[config.mk]
export PLATFORM = sky130hd
export DESIGN_NAME = axi_lite_wr_switch_3to1
export DESIGN_NICKNAME = d
export VERILOG_FILES = /design/src/rtl/axi_lite_wr_switch_3to1.sv
export SDC_FILE = /design/constraint.sdc
export NUM_CORES = 1
export LEC_CHECK = 0
export CORE_AREA = 2 2 120 122
export DETAILED_ROUTE_END_ITERATION = 8
export DIE_AREA = 0 0 122 124
export PLACE_DENSITY = 0.61
export SKIP_LAST_GASP = 1
export SLEW_MARGIN = 25
export SYNTH_ARGS = -nofsm -noshare
export SYNTH_HDL_FRONTEND = slang
export SYNTH_SLANG_ARGS = --single-unit
[constraint.sdc]
create_clock -name ACLK -period 2 [get_ports ACLK]
set_clock_uncertainty 0.05 [all_clocks]
set_input_delay 0.3 -clock ACLK [delete_from_list [all_inputs] [get_ports ACLK]]
set_output_delay 0.3 -clock ACLK [all_outputs]
set_load 0.02 [all_outputs]
[src/rtl/axi_lite_wr_switch_3to1.sv]
// ---------------------------------------------------------------------------
// axi_lite_wr_switch_3to1
//
// Connects three AXI4-Lite write masters to one slave. Arbitration is fixed
// priority on m_awvalid: master 0 wins over master 1, and master 1 wins over
// master 2. The winner is registered into a one-hot grant. AW, W and B then
// stay locked to that master until its write response handshakes. Exactly
// one AW beat and one W beat are forwarded per grant.
//
// Ports
//   ACLK, ARESETN                    clock, asynchronous active-low reset
//   m_awaddr/m_awvalid/m_awready     master AW channels (slice i = master i)
//   m_wdata/m_wstrb/m_wvalid/m_wready master W channels
//   m_bresp                          B response broadcast to all masters
//   m_bvalid/m_bready                per-master B handshake
//   s_aw*/s_w*/s_b*                  single slave-side write channels
//   grant                            registered one-hot lock, 000 when idle
//   busy                             high whenever a write is in progress
// ---------------------------------------------------------------------------
module axi_lite_wr_switch_3to1 #(
  parameter int ADDR_W = 32,
  parameter int DATA_W = 32
) (
  input  logic                    ACLK,
  input  logic                    ARESETN,
  input  logic [3*ADDR_W-1:0]     m_awaddr,
  input  logic [2:0]              m_awvalid,
  output logic [2:0]              m_awready,
  input  logic [3*DATA_W-1:0]     m_wdata,
  input  logic [3*(DATA_W/8)-1:0] m_wstrb,
  input  logic [2:0]              m_wvalid,
  output logic [2:0]              m_wready,
  output logic [1:0]              m_bresp,
  output logic [2:0]              m_bvalid,
  input  logic [2:0]              m_bready,
  output logic [ADDR_W-1:0]       s_awaddr,
  output logic                    s_awvalid,
  input  logic                    s_awready,
  output logic [DATA_W-1:0]       s_wdata,
  output logic [DATA_W/8-1:0]     s_wstrb,
  output logic                    s_wvalid,
  input  logic                    s_wready,
  input  logic [1:0]              s_bresp,
  input  logic                    s_bvalid,
  output logic                    s_bready,
  output logic [2:0]              grant,
  output logic                    busy
);

  localparam int STRB_W = DATA_W / 8;

  typedef enum logic [1:0] {
    IDLE = 2'd0,
    XFER = 2'd1,
    RESP = 2'd2
  } state_t;

  state_t     state, state_nxt;
  logic [2:0] grant_nxt;
  logic       aw_done, aw_done_nxt;
  logic       w_done, w_done_nxt;
  logic       aw_fin, w_fin;
  logic [1:0] g_idx;

  // Lowest-index requester wins. Masters 1 and 2 can starve.
  function automatic logic [2:0] pick_winner(input logic [2:0] req);
    logic [2:0] win;
    win = 3'b000;
    if (req[0])      win = 3'b001;
    else if (req[1]) win = 3'b010;
    else if (req[2]) win = 3'b100;
    return win;
  endfunction

  // The registered one-hot grant is converted to an index for the mux
  // selects. When idle the index defaults to 0, and every handshake output
  // is forced low anyway.
  always_comb begin
    g_idx = 2'd0;
    if (grant[1])      g_idx = 2'd1;
    else if (grant[2]) g_idx = 2'd2;
  end

  always_comb begin
    state_nxt   = state;
    grant_nxt   = grant;
    aw_done_nxt = aw_done;
    w_done_nxt  = w_done;
    aw_fin      = 1'b0;
    w_fin       = 1'b0;
    m_awready   = 3'b000;
    m_wready    = 3'b000;
    m_bvalid    = 3'b000;
    s_awvalid   = 1'b0;
    s_wvalid    = 1'b0;
    s_bready    = 1'b0;
    // Data and response fields are always routed from the granted slice.
    // They carry meaning only while the matching valid is high.
    s_awaddr    = m_awaddr[g_idx*ADDR_W +: ADDR_W];
    s_wdata     = m_wdata[g_idx*DATA_W +: DATA_W];
    s_wstrb     = m_wstrb[g_idx*STRB_W +: STRB_W];
    m_bresp     = s_bresp;

    unique case (state)
      IDLE: begin
        // Only the registered grant drives the outputs, so m_awvalid has no
        // combinational path to any output while the switch is idle.
        if (|m_awvalid) begin
          grant_nxt = pick_winner(m_awvalid);
          state_nxt = XFER;
        end
      end
      XFER: begin
        s_awvalid        = m_awvalid[g_idx] & ~aw_done;
        m_awready[g_idx] = s_awready & ~aw_done;
        s_wvalid         = m_wvalid[g_idx] & ~w_done;
        m_wready[g_idx]  = s_wready & ~w_done;
        // A channel is finished once it has handshaken, either in an earlier
        // cycle or in this one. This lets the second channel move to RESP in
        // the same cycle that it completes.
        aw_fin      = aw_done | (s_awvalid & s_awready);
        w_fin       = w_done | (s_wvalid & s_wready);
        aw_done_nxt = aw_fin;
        w_done_nxt  = w_fin;
        if (aw_fin && w_fin) state_nxt = RESP;
      end
      RESP: begin
        m_bvalid[g_idx] = s_bvalid;
        s_bready        = m_bready[g_idx];
        if (s_bvalid && m_bready[g_idx]) begin
          state_nxt   = IDLE;
          grant_nxt   = 3'b000;
          aw_done_nxt = 1'b0;
          w_done_nxt  = 1'b0;
        end
      end
      default: begin
        state_nxt   = IDLE;
        grant_nxt   = 3'b000;
        aw_done_nxt = 1'b0;
        w_done_nxt  = 1'b0;
      end
    endcase
  end

  always_ff @(posedge ACLK or negedge ARESETN) begin
    if (!ARESETN) begin
      state   <= IDLE;
      grant   <= 3'b000;
      aw_done <= 1'b0;
      w_done  <= 1'b0;
    end else begin
      state   <= state_nxt;
      grant   <= grant_nxt;
      aw_done <= aw_done_nxt;
      w_done  <= w_done_nxt;
    end
  end

  assign busy = (state != IDLE);

endmodule

==> qor.txt <==
synthesized area per cell: 6.796 µm²
initial antenna violation count: 0
Fillers: 1452
DIE WIDTH: 122 µm
layout cells sized above 1: 0.1786
PD cells: 920.3 nW/µm²
met1 WL: 4425 µm
core area: 13720 µm²
main combinational cell family by area after synthesis: multiplexers
post-DP HPWL: 9981 µm
Die Y: 124 µm
fraction of the mapped netlist area in compound gates: 0.2545
Net Sw Frac: 0.4977
gr usage total: 0.1376
post-route cell area: 5394 µm²
Routed Antenna Nets: 0
Placed Area: 5552 µm²
largest cells by area after synthesis: mux2i_1 (33%), o21ai_0 (17%), nand2_1 (13%)
postcts setup bufs: 0
n_diodes: 0
met2 wire len: 5705 µm
leading area contributor after synthesis: mux2i_1
DRC: 0
Slowest-stage cell, CP: dfrtp_4
Starting Density: 0.1516
worst-skew pair later-pin latency: 0.23 ns
Worst Hold Class: input pin to async pin
Nets: 848
period utilization: 0.9889
min cycle time layout: 1.978 ns
post-synthesis instance total: 306
CTS H-Tree Depth: 1
CTS root buffer: clkbuf_16
CTS tree: done
commonest non-fill, non-tap cells in the layout: clkdlybuf4s50_1 (219), nand2_1 (74), mux2i_1 (68)
NetSw: 2.470 mW
vias per std cell: 4.255
Internal Power: 2.493 mW
most common cell after layout, fill and taps aside: clkdlybuf4s50_1
final setup TNS: 0 ns
fin cells: 807
CP Class: register to output pin
fmax: 505.6 MHz
first-pass GRT wire length: 16750 µm
slowest stage delay, CP: 0.50 ns
final hold violations: 0
share of the yosys chip area belonging to registers: 0.08424
Worst setup EP type: output pin
die footprint: 15130 µm²
via count: 3434
status: complete, no violations
synthesized area: 2079 µm²
VDD IR max: 0.0004663 V
mux share of post-synthesis cell area: 0.3466
Clock Path Buffers: 2
startpoint types: register
# clock sinks: 7
sequential share of power: 0.062
Layout area overhead: 159.4%
routed wl met3: 1403 µm
1st-pass router iterations: 4
Placed Cells: 803
Remaining Overflow, GRT: 0
Critical Path AT: 1.63 ns
crit path max fanout: 7
Highest Signal Layer: met4
post-synthesis simple-gate area fraction: 0.2058
GPL Wtd Cong: 0.8435
WP data required: 1.65 ns
RSZ-0062 raised after global routing: true
largest net degree at the start of global routing: 55
area of the multi-input gates: 1683 µm²
Synth Area in XOR/XNOR: 0
Pins Over Slew Limit: 0
share of the synthesized area in the top cell type: 0.3321
I/O pin cnt: 306
max cap viols: 0
clock slew at reported path FFs: 0.04 ns
Post-Synth Adder-Cell Area: 0
Seq. cell area: 182.7 µm²
Post-CTS Hold Fix Bufs: 0
Seq cells post-synth: 7
CP Cell Sequence: buf_4, mux2_4, o2111a_1, buf_2
Unique masters post-synth: 34
vias in the first global route: 3432
WL/cell: 14.49 µm
Clk pwr share: 0.068
Worst Tran Pin Value: 0.3677 ns
slew margin rel.: 0.7532
Row Count: 43
syn_nets: 526
cts bufs inserted: 3
combinational share of power: 0.870
Hold WS: 0.2915 ns
port bufs: 301
Tot Pwr: 4.964 mW
DRT Wirelength: 11700 µm
leakage: 2.125 nW
DRT iter0 DRCs: 77
Yosys warning count: 0
Final Setup Violations: 0
==> logic make-up after synthesis <==
family,after synthesis
AND/OR/NAND/NOR,101
flip-flops,7
buffers and inverters,34
multiplexers,71
AO/OA/AOI/OAI,93
==> area by class of cell <==
type / count / share of cell area
tap: 180 / 0.04175
sequential: 7 / 0.03387
clock buffer: 4 / 0.01461
timing repair buffer: 347 / 0.5950
multi-input combinational: 265 / 0.3120
inverter: 4 / 0.002784
==> power groups by stage <==
stage                     combinational, mW  sequential, mW  clock, mW
after floorplan                        2.42           0.275          0
after global placement                 4.81           0.307          0
after detailed placement               4.84           0.310          0
after CTS                              4.52           0.311      0.345
after global routing                   4.67           0.319      0.357
final                                  4.32           0.306      0.339
==> sequential cells by signal, indices dropped and copies added (netlist names) <==
signal,flops
w_done,1
state,2
grant,3
aw_done,1
==> metal layers <==
layer / vias up / GRT usage
met5: - / 0
met4: 0 / 0.02371
met3: 14 / 0.04350
met2: 191 / 0.2577
met1: 1502 / 0.1542
li1: 1727 / -
==> path summary, 6_finish.rpt <==
path / start / end / slack, ns / depth (start not counted)
setup / recovery: grant[2] / s_wvalid / 0.02 / 4
hold / removal: ARESETN / state[1] / 0.29 / 1
setup reg to reg: grant[1] / grant[0] / 0.33 / 5
hold reg to reg: w_done / w_done / 0.49 / 2
max in group asynchronous: ARESETN / grant[1] / 1.33 / 1
min in group ACLK: w_done / w_done / 0.49 / 2
==> cell usage after synthesis <==
cell type	count
buf_8	5
o2111a_1	2
nand3_1	3
or2_2	1
clkbuf_2	1
a31oi_1	2
inv_1	4
mux2i_1	69
o21ai_0	70
nand2_1	74
buf_2	3
a31o_2	2
a32oi_2	1
o21ai_1	1
o2111ai_1	2
dfrtp_1	7
and2b_1	1
buf_4	6
buf_6	2
clkbuf_1	13
o211ai_1	3
nand2b_1	6
nor3b_1	1
nor2b_1	5
nor3_1	2
o21bai_1	2
nor4_1	2
mux2_4	2
o21a_1	1
a21oi_1	3
o22ai_1	2
o31ai_1	1
nor2_1	6
a22oi_1	1
==> what timing repair did <==
action	in CTS	in global routing
gates resized for setup	162	99
pin swaps	0	0
setup endpoints to repair	77	57
==> through the flow <==
stage               setup WS [ns]    util
detailed placement        -0.1843  0.4047
global placement          -0.1692  0.4047
global route             -0.04278  0.3932
CTS                       -0.1428  0.4064
finish                    0.02212  0.3932
floorplan                  0.1317       -
==> worst max-delay path: cells and delay by family, from the launching register on <==
| family | cells | cell delay (ns) |
|---|---|---|
| compound gates | 1 | 0.23 |
| buf+inv | 2 | 0.35 |
| flops | 1 | 0.50 |
| mux | 1 | 0.31 |
No activity file was read; power rests on OpenSTA's default activity.
